$ cat src/rtl/drive_sequencer.sv
// Maneuver sequencer: mirrors line-follow steering and pre-empts it with timed
// brake / reverse / pivot sequences on collisions or turning junctions.
module drive_sequencer #(
  parameter int unsigned BRAKE_CYCLES   = 2_500_000,
  parameter int unsigned REVERSE_CYCLES = 25_000_000,
  parameter int unsigned PIVOT_CYCLES   = 20_000_000,
  parameter int unsigned TIMER_W        = 26
) (
  input  logic       clk,
  input  logic       rst_n,
  input  logic       enable,
  input  logic       colDetect,
  input  logic       juncDetect,
  input  logic [1:0] juncTurn,
  input  logic [1:0] lineDir,
  output logic [1:0] leftCmd,
  output logic [1:0] rightCmd,
  output logic       leftFast,
  output logic       rightFast,
  output logic [2:0] state,
  output logic       busy,
  output logic       maneuverDone
);

  typedef enum logic [2:0] {
    S_IDLE    = 3'd0,
    S_FOLLOW  = 3'd1,
    S_BRAKE   = 3'd2,
    S_REVERSE = 3'd3,
    S_PIVOT   = 3'd4
  } state_t;

  localparam logic [1:0] CMD_COAST   = 2'b00;
  localparam logic [1:0] CMD_FORWARD = 2'b01;
  localparam logic [1:0] CMD_REVERSE = 2'b10;
  localparam logic [1:0] CMD_BRAKE   = 2'b11;

  localparam logic [TIMER_W-1:0] T_ZERO       = TIMER_W'(0);
  localparam logic [TIMER_W-1:0] T_ONE        = TIMER_W'(1);
  localparam logic [TIMER_W-1:0] BRAKE_LOAD   = TIMER_W'(BRAKE_CYCLES - 32'd1);
  localparam logic [TIMER_W-1:0] REVERSE_LOAD = TIMER_W'(REVERSE_CYCLES - 32'd1);
  localparam logic [TIMER_W-1:0] PIVOT_LOAD   = TIMER_W'(PIVOT_CYCLES - 32'd1);

  state_t               state_r, state_s;
  logic [TIMER_W-1:0]   timer_r, timer_s;
  logic                 cause_r, cause_s;
  logic                 pivot_dir_r, pivot_dir_s;
  logic                 col_toggle_r, col_toggle_s;
  logic                 done_s;
  logic                 cause_eff_s;
  logic                 timer_zero_s;
  logic [1:0]           left_cmd_s, right_cmd_s;
  logic                 left_fast_s, right_fast_s;
  logic                 busy_s;

  assign timer_zero_s = (timer_r == T_ZERO);
  assign cause_eff_s  = cause_r | colDetect;
  assign state        = state_r;

  // Next-state, timer and maneuver bookkeeping
  always_comb begin
    state_s      = state_r;
    timer_s      = timer_r;
    cause_s      = cause_r;
    pivot_dir_s  = pivot_dir_r;
    col_toggle_s = col_toggle_r;
    done_s       = 1'b0;
    if (!enable) begin
      state_s = S_IDLE;
      timer_s = T_ZERO;
    end else begin
      case (state_r)
        S_IDLE: begin
          state_s = S_FOLLOW;
          timer_s = T_ZERO;
        end
        S_FOLLOW: begin
          if (colDetect) begin
            state_s = S_BRAKE;
            cause_s = 1'b1;
            timer_s = BRAKE_LOAD;
          end else if (juncDetect && (juncTurn == 2'b01 || juncTurn == 2'b10)) begin
            state_s     = S_BRAKE;
            cause_s     = 1'b0;
            pivot_dir_s = (juncTurn == 2'b01);
            timer_s     = BRAKE_LOAD;
          end else begin
            state_s = S_FOLLOW;
          end
        end
        // A collision during a junction brake upgrades the cause without extending the brake
        S_BRAKE: begin
          cause_s = cause_eff_s;
          if (timer_zero_s) begin
            if (cause_eff_s) begin
              state_s = S_REVERSE;
              timer_s = REVERSE_LOAD;
            end else begin
              state_s = S_PIVOT;
              timer_s = PIVOT_LOAD;
            end
          end else begin
            timer_s = timer_r - T_ONE;
          end
        end
        S_REVERSE: begin
          if (timer_zero_s) begin
            state_s      = S_PIVOT;
            timer_s      = PIVOT_LOAD;
            pivot_dir_s  = col_toggle_r;
            col_toggle_s = ~col_toggle_r;
          end else begin
            timer_s = timer_r - T_ONE;
          end
        end
        S_PIVOT: begin
          if (colDetect) begin
            state_s = S_BRAKE;
            cause_s = 1'b1;
            timer_s = BRAKE_LOAD;
          end else if (timer_zero_s) begin
            state_s = S_FOLLOW;
            timer_s = T_ZERO;
            done_s  = 1'b1;
          end else begin
            timer_s = timer_r - T_ONE;
          end
        end
        default: begin
          state_s = S_IDLE;
          timer_s = T_ZERO;
        end
      endcase
    end
  end

  // Motor commands decoded from the upcoming state so they register alongside it
  always_comb begin
    left_cmd_s   = CMD_COAST;
    right_cmd_s  = CMD_COAST;
    left_fast_s  = 1'b0;
    right_fast_s = 1'b0;
    case (state_s)
      S_IDLE: begin
        left_cmd_s  = CMD_COAST;
        right_cmd_s = CMD_COAST;
      end
      S_FOLLOW: begin
        case (lineDir)
          2'b00: begin
            left_cmd_s   = CMD_FORWARD;
            right_cmd_s  = CMD_FORWARD;
            left_fast_s  = 1'b1;
            right_fast_s = 1'b1;
          end
          2'b01: begin
            left_cmd_s   = CMD_FORWARD;
            right_cmd_s  = CMD_FORWARD;
            right_fast_s = 1'b1;
          end
          2'b10: begin
            left_cmd_s  = CMD_FORWARD;
            right_cmd_s = CMD_FORWARD;
            left_fast_s = 1'b1;
          end
          default: begin
            left_cmd_s  = CMD_BRAKE;
            right_cmd_s = CMD_BRAKE;
          end
        endcase
      end
      S_BRAKE: begin
        left_cmd_s  = CMD_BRAKE;
        right_cmd_s = CMD_BRAKE;
      end
      S_REVERSE: begin
        left_cmd_s   = CMD_REVERSE;
        right_cmd_s  = CMD_REVERSE;
        left_fast_s  = 1'b1;
        right_fast_s = 1'b1;
      end
      S_PIVOT: begin
        if (pivot_dir_s) begin
          left_cmd_s  = CMD_REVERSE;
          right_cmd_s = CMD_FORWARD;
        end else begin
          left_cmd_s  = CMD_FORWARD;
          right_cmd_s = CMD_REVERSE;
        end
      end
      default: begin
        left_cmd_s  = CMD_COAST;
        right_cmd_s = CMD_COAST;
      end
    endcase
  end

  assign busy_s = (state_s == S_BRAKE) || (state_s == S_REVERSE) || (state_s == S_PIVOT);

  // State, maneuver registers and registered outputs
  always_ff @(posedge clk or negedge rst_n) begin
    if (!rst_n) begin
      state_r      <= S_IDLE;
      timer_r      <= T_ZERO;
      cause_r      <= 1'b0;
      pivot_dir_r  <= 1'b0;
      col_toggle_r <= 1'b0;
      leftCmd      <= CMD_COAST;
      rightCmd     <= CMD_COAST;
      leftFast     <= 1'b0;
      rightFast    <= 1'b0;
      busy         <= 1'b0;
      maneuverDone <= 1'b0;
    end else begin
      state_r      <= state_s;
      timer_r      <= timer_s;
      cause_r      <= cause_s;
      pivot_dir_r  <= pivot_dir_s;
      col_toggle_r <= col_toggle_s;
      leftCmd      <= left_cmd_s;
      rightCmd     <= right_cmd_s;
      leftFast     <= left_fast_s;
      rightFast    <= right_fast_s;
      busy         <= busy_s;
      maneuverDone <= done_s;
    end
  end

endmodule
$ cat config.mk
export PLATFORM = sky130hd
export DESIGN_NAME = drive_sequencer
export DESIGN_NICKNAME = d
export VERILOG_FILES = /design/src/rtl/drive_sequencer.sv
export SDC_FILE = /design/constraint.sdc
export NUM_CORES = 1
export LEC_CHECK = 0
export BUFFER_PORTS_ARGS = -buffer_cell sky130_fd_sc_hd__buf_4
export CAP_MARGIN = 20
export CORE_MARGIN = 2
export CORE_UTILIZATION = 51
export CTS_CLUSTER_SIZE = 40
export DETAILED_ROUTE_END_ITERATION = 6
export GPL_TIMING_DRIVEN = 0
export PLACE_DENSITY = 0.72
export SYNTH_ARGS = -nofsm -noshare
export SYNTH_HDL_FRONTEND = slang
export SYNTH_SLANG_ARGS = --single-unit
$ cat constraint.sdc
create_clock -name clk -period 2.8 [get_ports clk]
set_clock_uncertainty 0.15 [all_clocks]
set_input_delay 0.14 -clock clk [delete_from_list [all_inputs] [get_ports clk]]
set_output_delay 0.14 -clock clk [all_outputs]
set_load 0.02 [all_outputs]
==> run summary <==
Placed instance area = 0.00278 mm2
Multi-input gate area in the final layout = 0.00159 mm2
Number of nets in the layout = 359
Final Worst Setup Slack = 29.9 ps
Most common library cell in the layout ignoring fill and taps = sky130_fd_sc_hd__dfrtp_1
Initial Util = 53.6%
Post-route cell area = 0.00329 mm2
Clock buffers created by TritonCTS = 5
Areal power density over the cells = 1360 mW/mm2
Most used flip-flop cell after synthesis = sky130_fd_sc_hd__dfrtp_1
Switching Fraction = 47.2%
Top library cells by usage in the layout, fill and taps aside = sky130_fd_sc_hd__dfrtp_1 (39), sky130_fd_sc_hd__buf_4 (37), sky130_fd_sc_hd__nor2_1 (30), sky130_fd_sc_hd__o21ai_0 (26), sky130_fd_sc_hd__nand2_1 (21)
Width of the die = 74.9 um
Sequential cell area = 0.00100 mm2
Detailed-route wire length = 7350 um
Dpl ws = -242 ps
Number of placement rows = 25
Classification of the worst-slack hold path = input port to register
Tmin final = 2770 ps
Antenna violations before repair = 0
Total congestion overflow = 0
Number of distinct library cell variants in the gate-level netlist after synthesis = 52
Largest net degree at the start of global routing = 41
Clock tree from TritonCTS = yes
Share of the synthesized area in the top cell type = 39.0%
Max transition margin = 56.6%
Critical path startpoint category = register
Number of design rule violations left after detail routing = 0
Final estimated routing congestion in global placement = 0.918
Clock tree root driver cell = sky130_fd_sc_hd__clkbuf_8
Synthesis-stage register bit count = 40
Worst-path maximum fanout = 6
Relative area change from synthesis to final layout = 28.2%
Setup TNS = 0 ps
Critical path, cell by cell = or4_4 > or2_4 > or4_4 > a221oi_4 > xor2_1 > o21ai_0
Max capacitance violation total = 0
Required @ worst endpoint = 2820 ps
Proportion of synthesized chip area in sequential cells = 39.0%
Number of enable flip-flop cells after synthesis = 0
Arrival time of the worst setup path = 2790 ps
Skew-Pair Late Insertion Delay = 300 ps
Setup-failing EPs final = 0
Slowest CP cell = sky130_fd_sc_hd__or4_4
Cells after Synth = 303
Yosys synthesis warning count = 0
GRT Resource Usage Total = 27.6%
Dominant cell type by area after synthesis = sky130_fd_sc_hd__dfrtp_1
Fin. Hold Viols = 0
Vias post-DR = 2,653
HPWL after detailed placement = 4740 um
Post-Syn Area = 0.00256 mm2
CP max stage delay = 600 ps
Antenna viol nets, final = 0
Switching power summed over all nets = 2.11 mW
Most frequent CP cell = sky130_fd_sc_hd__or4_4
Leakage dissipation = 1.44 nW
Synthesized area per cell = 8.47 um2
Height of the chip = 74.9 um
Sequential power share = 20.4%
Clock slew at the register clock pins of the worst setup and hold paths = 80 ps
First-pass GRT wire length = 11,700 um
Setup CP Type = register to register
Async S/R FF share, synth = 100%
Share of final-layout standard cells stronger than drive strength 1 = 25.5%
Critical path capture point type = register
Final design utilization = 68.7%
Clock Path Buffers = 2
Area of the die = 0.00561 mm2
Count of filler cells inserted in the layout = 387
Vias in the first global route = 2,408
# port buffers = 18
Maximum VDD drop = 855 uV
Setup repair after global routing missed its margin = true
Combinational fraction of design power = 65.0%
Internal Dissipation = 2.37 mW
Num ports = 20
Result of the run = finished clean
Clock sink count = 40
Family with the most delay on the worst path = simple AND/OR/NAND/NOR gates
Routed length per instance = 17.7 um
Combined buffer and inverter count along the critical path = 0
Drt initial violations = 404
Router iterations before antenna repair = 5
Max Clk Rate = 361 MHz
Worst slack on hold paths = 135 ps
Via density = 6.38
Final worst-path cycle share = 98.9%
Number of nets produced by synthesis = 314
Clock network power share = 14.6%
Number of pins exceeding their max-slew limit in the final report = 0
Core area = 0.00479 mm2
Cell types with the largest area share after synthesis = sky130_fd_sc_hd__dfrtp_1 (39%), sky130_fd_sc_hd__o21ai_0 (5.5%), sky130_fd_sc_hd__nor2_1 (4.4%), sky130_fd_sc_hd__a21oi_1 (4.1%), sky130_fd_sc_hd__nand2_1 (3.5%)
Pin slew with the least headroom to its limit = 646 ps
Antenna cell count = 0
Number of H-tree levels = 2
[logic make-up (layout without fill, tap and decap cells)]
logic type / after synthesis / after routing / synth area share, %
XOR/XNOR: 4 / 4 / 1.37
adder cells (fa/ha/maj): 2 / 2 / 0.975
AO/OA/AOI/OAI: 100 / 100 / 25.8
buffers and inverters: 31 / 77 / 6.10
AND/OR/NAND/NOR: 126 / 126 / 26.8
flip-flops: 40 / 40 / 39.0
[final timing paths]
| path | from | to | slack (ps) | cells after the start |
|---|---|---|---|---|
| setup reg to reg | timer_r[24]$_DFFE_PN0P_ | rightCmd[0]$_DFF_PN0_ | 30 | 6 |
| min in group asynchronous | rst_n | timer_r[3]$_DFFE_PN0P_ | 200 | 2 |
| setup / recovery | timer_r[24]$_DFFE_PN0P_ | rightCmd[0]$_DFF_PN0_ | 30 | 6 |
| max in group asynchronous | rst_n | timer_r[17]$_DFFE_PN0P_ | 1900 | 2 |
| hold reg to reg | col_toggle_r$_DFFE_PN0P_ | col_toggle_r$_DFFE_PN0P_ | 330 | 1 |
| hold / removal | juncTurn[0] | pivot_dir_r$_DFF_PN0_ | 130 | 3 |
[state kept, by name, indices dropped and copies added (netlist names)]
signal and count:
rightCmd 2, cause_r 1, leftCmd 2, leftFast 1
timer_r 26, state 3, maneuverDone 1, pivot_dir_r 1
col_toggle_r 1, busy 1, rightFast 1
[power groups by stage]
| stage | Combinational (mW) | Sequential (mW) | Clock, mW |
|---|---|---|---|
| after detailed placement | 2.32 | 0.902 | 0 |
| after global routing | 3.17 | 0.935 | 0.686 |
| final | 2.91 | 0.913 | 0.656 |
| after global placement | 2.30 | 0.896 | 0 |
| after CTS | 2.47 | 0.892 | 0.663 |
| after floorplan | 1.70 | 0.934 | 0 |
[Yosys cell counts (all sizes together), types with 2 or more instances]
cell	instances
xor2	3
nor3	10
nand2	24
a221o	3
or3	9
a21o	8
a31oi	7
a21oi	22
nor4b	2
nor4	11
or4	6
dfrtp	40
nand2b	8
ha	2
o21ai	29
nor3b	2
nor2	30
o21a	2
inv	17
nand4	3
o41ai	3
a22o	4
nor2b	5
o31ai	2
o211ai	9
buf	7
nand3	8
or2	4
clkbuf	7
o22ai	5
[repair_timing]
item                                    in CTS  in global routing
setup buffers                                4                 15
hold buffers                                 3                  0
resized for setup                           13                 28
hold endpoints to repair                    43                  0
pin swaps                                    2                 10
endpoints found under the setup margin      21                 31
[layout make-up]
class,instances,area share [%]
plain buffers,12,2.66
clock buffers,5,2.09
clock inverters,3,2.74
inverters,17,1.94
multi-input cells,232,48.2
flip-flops and latches,40,30.5
well taps,67,2.55
repair buffers,40,9.36
[tightest hold or removal path, stage by stage]
cell and delay (ps):
sky130_fd_sc_hd__buf_4 80, sky130_fd_sc_hd__ha_1 130, sky130_fd_sc_hd__a221o_2 190
[stage by stage]
stage	total power, mW	cells
final	4.48	416
after global routing	4.79	416
after CTS	4.02	403
after detailed placement	3.22	388
after global placement	3.20	388
after floorplan	2.63	303
[metal layers]
layer | wire length [um] | global-route usage, % | vias up
li1 | - | - | 1211
met1 | 3040 | 39.6 | 1302
met2 | 3580 | 42.4 | 126
met3 | 577 | 4.69 | 14
met4 | 152 | 9.33 | 0
met5 | 0 | 0 | -
Power figures use the tool's default switching activity.
